**config.mk**
```make
export PLATFORM = sky130hd
export DESIGN_NAME = write_data_arbiter_flat
export DESIGN_NICKNAME = d
export VERILOG_FILES = /design/src/rtl/write_data_arbiter_pkg.sv /design/src/rtl/write_data_arbiter_if.sv /design/src/rtl/write_data_arbiter_rr.sv /design/src/rtl/write_data_arbiter.sv /design/src/flat_wrapper.sv
export SDC_FILE = /design/constraint.sdc
export NUM_CORES = 1
export LEC_CHECK = 0
export ABC_CLOCK_PERIOD_IN_PS = 7140
export CAP_MARGIN = 20
export CORE_ASPECT_RATIO = 0.6
export CORE_MARGIN = 1
export CORE_UTILIZATION = 45
export CTS_BUF_LIST = sky130_fd_sc_hd__clkbuf_8
export DETAILED_ROUTE_END_ITERATION = 10
export GPL_ROUTABILITY_DRIVEN = 1
export MAX_ROUTING_LAYER = met4
export PLACE_DENSITY = 0.88
export SLEW_MARGIN = 20
export SYNTH_ARGS = -nofsm -noshare
export SYNTH_HDL_FRONTEND = slang
export SYNTH_SLANG_ARGS = --single-unit
```
**constraint.sdc**
```tcl
create_clock -name clk -period 7.14 [get_ports clk]
set_input_delay 2.142 -clock clk [delete_from_list [all_inputs] [get_ports clk]]
set_output_delay 2.142 -clock clk [all_outputs]
set_load 0.005 [all_outputs]
```
**src/rtl/write_data_arbiter_pkg.sv**
```systemverilog
// Shared types, widths and helpers for the write-data arbiter.
package write_arb_pkg;

    typedef enum logic {
        ARB_FIXED = 1'b0,
        ARB_RR    = 1'b1
    } arb_mode_e;

    localparam int unsigned CNT_WIDTH = 16;

    // Round-robin pointer advance, wrapping at num_ch.
    function automatic logic [31:0] ptr_inc(input logic [31:0] idx, input logic [31:0] num_ch);
        return ((idx + 32'd1) >= num_ch) ? 32'd0 : (idx + 32'd1);
    endfunction

endpackage

```
**src/rtl/write_data_arbiter_if.sv**
```systemverilog
// Producer-side request bus and memory-buffer write port of the arbiter.
interface write_data_arbiter_if
    import write_arb_pkg::*;
#(
    parameter int unsigned NUM_CH     = 2,
    parameter int unsigned DATA_WIDTH = 16,
    parameter int unsigned ADDR_WIDTH = 8
);
    localparam int unsigned IDX_W = $clog2(NUM_CH);

    arb_mode_e                      arb_mode_i;
    logic [NUM_CH-1:0]              ch_valid_i;
    logic [NUM_CH*DATA_WIDTH-1:0]   ch_data_i;
    logic [NUM_CH*ADDR_WIDTH-1:0]   ch_addr_i;
    logic [NUM_CH-1:0]              ch_ready_o;
    logic                           write_valid_o;
    logic [DATA_WIDTH-1:0]          write_data_o;
    logic [ADDR_WIDTH-1:0]          write_addr_o;
    logic                           write_ready_i;
    logic [IDX_W-1:0]               grant_ch_o;
    logic [CNT_WIDTH-1:0]           xfer_count_o;

    // Environment side: producers and memory buffer.
    modport master (
        output arb_mode_i, ch_valid_i, ch_data_i, ch_addr_i, write_ready_i,
        input  ch_ready_o, write_valid_o, write_data_o, write_addr_o, grant_ch_o, xfer_count_o
    );

    // Arbiter side.
    modport slave (
        input  arb_mode_i, ch_valid_i, ch_data_i, ch_addr_i, write_ready_i,
        output ch_ready_o, write_valid_o, write_data_o, write_addr_o, grant_ch_o, xfer_count_o
    );

endinterface

```
**src/rtl/write_data_arbiter_rr.sv**
```systemverilog
// Combinational fixed-priority / round-robin request arbiter.
module rr_arbiter
    import write_arb_pkg::*;
#(
    parameter int unsigned NUM_CH = 2,
    localparam int unsigned IDX_W = $clog2(NUM_CH)
) (
    input  logic [NUM_CH-1:0] req_i,
    input  logic [IDX_W-1:0]  ptr_i,
    input  arb_mode_e         mode_i,
    output logic [NUM_CH-1:0] gnt_o,
    output logic [IDX_W-1:0]  gnt_idx_o,
    output logic              any_gnt_o
);

    logic [31:0] start;
    logic [31:0] pos;

    // Scan from the farthest position back to the start so the first
    // requester at or after the start position is the last one written.
    always_comb begin
        start     = (mode_i == ARB_RR) ? 32'(ptr_i) : 32'd0;
        pos       = 32'd0;
        gnt_idx_o = '0;
        any_gnt_o = 1'b0;
        for (int k = int'(NUM_CH) - 1; k >= 0; k--) begin
            pos = start + 32'(k);
            if (pos >= NUM_CH) begin
                pos = pos - NUM_CH;
            end
            if (req_i[IDX_W'(pos)]) begin
                gnt_idx_o = IDX_W'(pos);
                any_gnt_o = 1'b1;
            end
        end
    end

    // One-hot form of the winning index.
    assign gnt_o = any_gnt_o ? (NUM_CH'(1) << gnt_idx_o) : '0;

endmodule

```
**src/rtl/write_data_arbiter.sv**
```systemverilog
// Arbitrates NUM_CH producer channels onto one registered write port.
module write_data_arbiter
    import write_arb_pkg::*;
#(
    parameter int unsigned NUM_CH     = 2,
    parameter int unsigned DATA_WIDTH = 16,
    parameter int unsigned ADDR_WIDTH = 8
) (
    input  logic                clk,
    input  logic                rst,
    write_data_arbiter_if.slave bus
);

    localparam int unsigned IDX_W = $clog2(NUM_CH);

    logic                  valid_q, valid_d;
    logic [DATA_WIDTH-1:0] data_q,  data_d;
    logic [ADDR_WIDTH-1:0] addr_q,  addr_d;
    logic [IDX_W-1:0]      grant_q, grant_d;
    logic [IDX_W-1:0]      ptr_q,   ptr_d;
    logic [CNT_WIDTH-1:0]  cnt_q,   cnt_d;

    logic [NUM_CH-1:0]     gnt;
    logic [IDX_W-1:0]      gnt_idx;
    logic                  any_gnt;
    logic                  load_c;

    rr_arbiter #(.NUM_CH(NUM_CH)) u_arb (
        .req_i     (bus.ch_valid_i),
        .ptr_i     (ptr_q),
        .mode_i    (bus.arb_mode_i),
        .gnt_o     (gnt),
        .gnt_idx_o (gnt_idx),
        .any_gnt_o (any_gnt)
    );

    // Output register may take a new write when empty or being drained.
    assign load_c = !valid_q || bus.write_ready_i;

    // Accept only the winner, and never while in reset or stalled.
    assign bus.ch_ready_o = (load_c && !rst) ? gnt : '0;

    // Next-state: load winner, drop valid when idle, count completed writes.
    always_comb begin
        valid_d = valid_q;
        data_d  = data_q;
        addr_d  = addr_q;
        grant_d = grant_q;
        ptr_d   = ptr_q;
        cnt_d   = (valid_q && bus.write_ready_i) ? (cnt_q + CNT_WIDTH'(1)) : cnt_q;
        if (load_c) begin
            valid_d = any_gnt;
            if (any_gnt) begin
                data_d  = bus.ch_data_i[gnt_idx * DATA_WIDTH +: DATA_WIDTH];
                addr_d  = bus.ch_addr_i[gnt_idx * ADDR_WIDTH +: ADDR_WIDTH];
                grant_d = gnt_idx;
                if (bus.arb_mode_i == ARB_RR) begin
                    ptr_d = IDX_W'(ptr_inc(32'(gnt_idx), 32'(NUM_CH)));
                end
            end
        end
    end

    // State registers; reset discards any held write.
    always_ff @(posedge clk or posedge rst) begin
        if (rst) begin
            valid_q <= 1'b0;
            data_q  <= '0;
            addr_q  <= '0;
            grant_q <= '0;
            ptr_q   <= '0;
            cnt_q   <= '0;
        end else begin
            valid_q <= valid_d;
            data_q  <= data_d;
            addr_q  <= addr_d;
            grant_q <= grant_d;
            ptr_q   <= ptr_d;
            cnt_q   <= cnt_d;
        end
    end

    assign bus.write_valid_o = valid_q;
    assign bus.write_data_o  = data_q;
    assign bus.write_addr_o  = addr_q;
    assign bus.grant_ch_o    = grant_q;
    assign bus.xfer_count_o  = cnt_q;

endmodule

```
**src/flat_wrapper.sv**
```systemverilog
// flat-port wrapper written by rule: the top's interface ports become plain ports
module write_data_arbiter_flat import write_arb_pkg::*;
#(
    parameter int unsigned NUM_CH     = 2,
    parameter int unsigned DATA_WIDTH = 16,
    parameter int unsigned ADDR_WIDTH = 8
)
  (clk, rst, bus_arb_mode_i, bus_ch_valid_i, bus_ch_data_i, bus_ch_addr_i, bus_write_ready_i, bus_ch_ready_o, bus_write_valid_o, bus_write_data_o, bus_write_addr_o, bus_grant_ch_o, bus_xfer_count_o);
  write_data_arbiter_if #(.NUM_CH(NUM_CH), .DATA_WIDTH(DATA_WIDTH), .ADDR_WIDTH(ADDR_WIDTH)) bus_i ();
  input  logic clk;
  input  logic rst;
  input wire logic [$bits(bus_i.arb_mode_i)-1:0] bus_arb_mode_i;
  input wire logic [$bits(bus_i.ch_valid_i)-1:0] bus_ch_valid_i;
  input wire logic [$bits(bus_i.ch_data_i)-1:0] bus_ch_data_i;
  input wire logic [$bits(bus_i.ch_addr_i)-1:0] bus_ch_addr_i;
  input wire logic [$bits(bus_i.write_ready_i)-1:0] bus_write_ready_i;
  output wire logic [$bits(bus_i.ch_ready_o)-1:0] bus_ch_ready_o;
  output wire logic [$bits(bus_i.write_valid_o)-1:0] bus_write_valid_o;
  output wire logic [$bits(bus_i.write_data_o)-1:0] bus_write_data_o;
  output wire logic [$bits(bus_i.write_addr_o)-1:0] bus_write_addr_o;
  output wire logic [$bits(bus_i.grant_ch_o)-1:0] bus_grant_ch_o;
  output wire logic [$bits(bus_i.xfer_count_o)-1:0] bus_xfer_count_o;
  assign bus_i.arb_mode_i = bus_arb_mode_i;
  assign bus_i.ch_valid_i = bus_ch_valid_i;
  assign bus_i.ch_data_i = bus_ch_data_i;
  assign bus_i.ch_addr_i = bus_ch_addr_i;
  assign bus_i.write_ready_i = bus_write_ready_i;
  assign bus_ch_ready_o = bus_i.ch_ready_o;
  assign bus_write_valid_o = bus_i.write_valid_o;
  assign bus_write_data_o = bus_i.write_data_o;
  assign bus_write_addr_o = bus_i.write_addr_o;
  assign bus_grant_ch_o = bus_i.grant_ch_o;
  assign bus_xfer_count_o = bus_i.xfer_count_o;
  write_data_arbiter #(.NUM_CH(NUM_CH), .DATA_WIDTH(DATA_WIDTH), .ADDR_WIDTH(ADDR_WIDTH)) u_core (.clk(clk), .rst(rst), .bus(bus_i));
endmodule
```
==> impl_metrics.tcl <==
set metrics [dict create \
    status "complete, but fails checks" \
    violations "design-rule violations" \
    grt_setup_unrepaired "no" \
    max_freq_mhz 163 \
    hold_viol 0 \
    yosysUniqueCellTypes 30 \
    power.switching_uw 197 \
    holdWs_ns 0.489 \
    setup_viol 0 \
    cp.arrival_ns 3.99 \
    clk_latency_ns 0.29 \
    syn_to_final_growth_pct 57.1 \
    routed_wl_um 4940 \
    syn_nets 261 \
    grt_max_degree 51 \
    cp_num_buf_inv 2 \
    hp-start "u_core.bus.xfer_count_o[15]" \
    cts_setup_buffers 0 \
    cts_made_buffers 5 \
    clkSinkCount 43 \
    reg2regPathDepth 5 \
    cts_tree "yes" \
    grt-ovfl-total 0 \
    netlist_top_cells_count "nand2_1 (54), dfrtp_1 (43), nor2_1 (26)" \
    grt_pass1_vias 1708 \
    synth_top_area_cell "dfrtp_1" \
    synth_edf_count 0 \
    slew_viol_final 0 \
    drive_gt1_frac 0.0627 \
    core_um2 4140 \
    pwr-share-seq 0.430 \
    final_cell_count_no_fill 363 \
    initial_core_util 0.474 \
    worstPathMaxFanout 27 \
    max-cap-violations 0 \
    yosysMostFrequentCell "nand2_1" \
    reg2reg_slack_ns 5.64 \
    crit_top_cell "clkdlybuf4s50_1" \
    worst_slack_ns 1.00 \
    postCtsResizedCells 0 \
    vdd.ir_drop.worst_v 0.000173 \
    worst_setup_path_end_kind "output port" \
    fin_crit_ns 6.14 \
    die_area_um2 4640 \
    leakage_uw 0.00129 \
    synth_area_leaders "dfrtp_1 (55%), nand2_1 (10%), a31oi_1 (8.0%), nor2_1 (5.0%), xnor2_1 (4.9%)" \
    ys_async_sr_fraction 1.00 \
    rows 18 \
    clkPwrFrac 0.297 \
    nFillCells 331 \
    place.gp.congestion 0.733 \
    grt_usage 0.236 \
    slowest_delay_ns 0.53 \
    port-buffer-count 97 \
    post-place-ws_ns 0.977 \
    worst-setup-path-type "in -> out" \
    yosys_most_used_dff "dfrtp_1" \
    die_x_um 87.3 \
    drc 2 \
    die_h_um 53.2 \
    drtPass1Iterations 7 \
    worstPathCellList "clkdlybuf4s50_1 -> a21bo_1 -> nand2_2 -> and3_1 -> clkdlybuf4s50_1" \
    ioPinCount 98 \
    worstSetupStartpointType "primary input" \
    synth_cells 206 \
    p_comb_frac 0.273 \
    dp_hpwl_um 3700 \
    max-clock-path-buffers 2 \
    ant_nets 0 \
    path_delay_family "buffers and inverters" \
    relSlewSlack 0.648 \
    nets 357 \
    min_path_type "reg -> reg" \
    grt_pass1_wl_um 7910 \
    tightestPinTransition_ns 0.529 \
    dp_cells 355 \
    vias 1830 \
    clk_pin_slew_ns 0.09 \
    synth_top_area_share 0.548 \
    via_per_inst 5.04 \
    timing.final.crit_share 0.859 \
    clock-root-buffer "clkbuf_8" \
    avgSynthCellArea_um2 9.54 \
    routedWlPerCell_um 13.6 \
    ctsHtreeMaxLevel 2 \
    antenna_found_initial 0 \
    setup_tns_ns 0 \
    pwr_density_cell_nw_per_um2 244 \
    syn_area_um2 1960 \
    switching_share 0.263 \
    p_int_uw 554 \
    timing.rr.start "u_core.bus.xfer_count_o[0]" \
    drt_iter0_markers 103 \
    hold_end "u_core.bus.xfer_count_o[15]" \
    ys_ff_latch 43 \
    antennaDiodeCount 0 \
    crit_required_ns 5.00 \
    seq_area_frac_synth 0.548 \
    r2r_end "u_core.bus.xfer_count_o[10]" \
    hold_buffers 0 \
    min_delay_path_depth 1 \
    skew_ns 0.00755 \
    cpMaxStageDelayCell "clkdlybuf4s50_1" \
    yosysWarnings 0 \
]
-- state kept, by name, summed over array words and instances, names as in the netlist --
register,flops
u_core.bus.xfer_count_o,16
u_core.bus.write_data_o,16
u_core.bus.write_addr_o,8
u_core.ptr_q,1
u_core.bus.grant_ch_o,1
u_core.bus.write_valid_o,1
-- cell usage in the layout, fill, tap and decap left out, types with 4 or more instances in the layout --
cell	n
xnor2_1	11
nand2_1	54
a31oi_1	25
nor2_1	26
xor2_1	4
dfrtp_1	43
and3_1	4
nand4_1	6
nand3_1	4
clkdlybuf4s50_1	97
clkbuf_8	5
-- routing by layer --
metal	routed length, um	GRT usage
met1	2230	0.297
met2	2340	0.382
met3	336	0.0686
met4	36	0.0574
met5	0	-
-- worst max path at each step --
stage	startpoint	to	slack (ns)	depth (start not counted)
2_1_floorplan	rst	bus_ch_ready_o[0]	1.64	2
3_3_place_gp	bus_ch_valid_i[0]	bus_ch_ready_o[0]	0.98	5
3_5_place_dp	bus_ch_valid_i[0]	bus_ch_ready_o[0]	0.98	5
4_1_cts	bus_ch_valid_i[0]	bus_ch_ready_o[0]	0.97	5
5_1_grt	bus_ch_valid_i[0]	bus_ch_ready_o[0]	0.87	5
6_report	bus_ch_valid_i[0]	bus_ch_ready_o[0]	1.00	5
-- cell families (layout without fill, tap and decap cells) --
logic type / Yosys count / in the layout / synth area share
AO/OA/AOI/OAI: 29 / 29 / 0.0924
XOR/XNOR: 15 / 15 / 0.0669
adder cells (fa/ha/maj): 1 / 1 / 0.00637
buffers and inverters: 12 / 109 / 0.0427
flip-flops: 43 / 43 / 0.548
multiplexers: 1 / 1 / 0.00573
AND/OR/NAND/NOR: 105 / 105 / 0.238
-- worst reg2reg max path: stages, from the launching register on --
cell,delay (ns)
dfrtp_1,0.45
ha_1,0.23
nand4_1,0.19
nor2_2,0.23
and3_1,0.20
xor2_1,0.16
-- layout make-up --
type                            count  area [um2]  area share
Inverter                            2        7.51     0.00243
Sequential cell                    43        1080       0.349
Clock buffer                        5        68.8      0.0223
Clock inverter                      3        67.6      0.0219
Timing Repair Buffer               99         986       0.320
Multi-Input combinational cell    151         805       0.261
Tap cell                           60        75.1      0.0243
-- power by group through the flow --
stage | registers (uW) | clock network, uW | logic, uW
2_1_floorplan | 327 | 0 | 78.2
4_1_cts | 323 | 226 | 208
3_3_place_gp | 326 | 0 | 203
5_1_grt | 330 | 236 | 227
3_5_place_dp | 328 | 0 | 207
6_report | 323 | 223 | 205
-- stage by stage --
step            util  power (uW)  area (um2)
5_1_grt        0.745         793        3090
2_1_floorplan      -         405        1960
3_3_place_gp   0.712         529        2950
4_1_cts        0.745         756        3090
3_5_place_dp   0.712         534        2950
6_report       0.745         751        3090
Power figures use the tool's default switching activity.
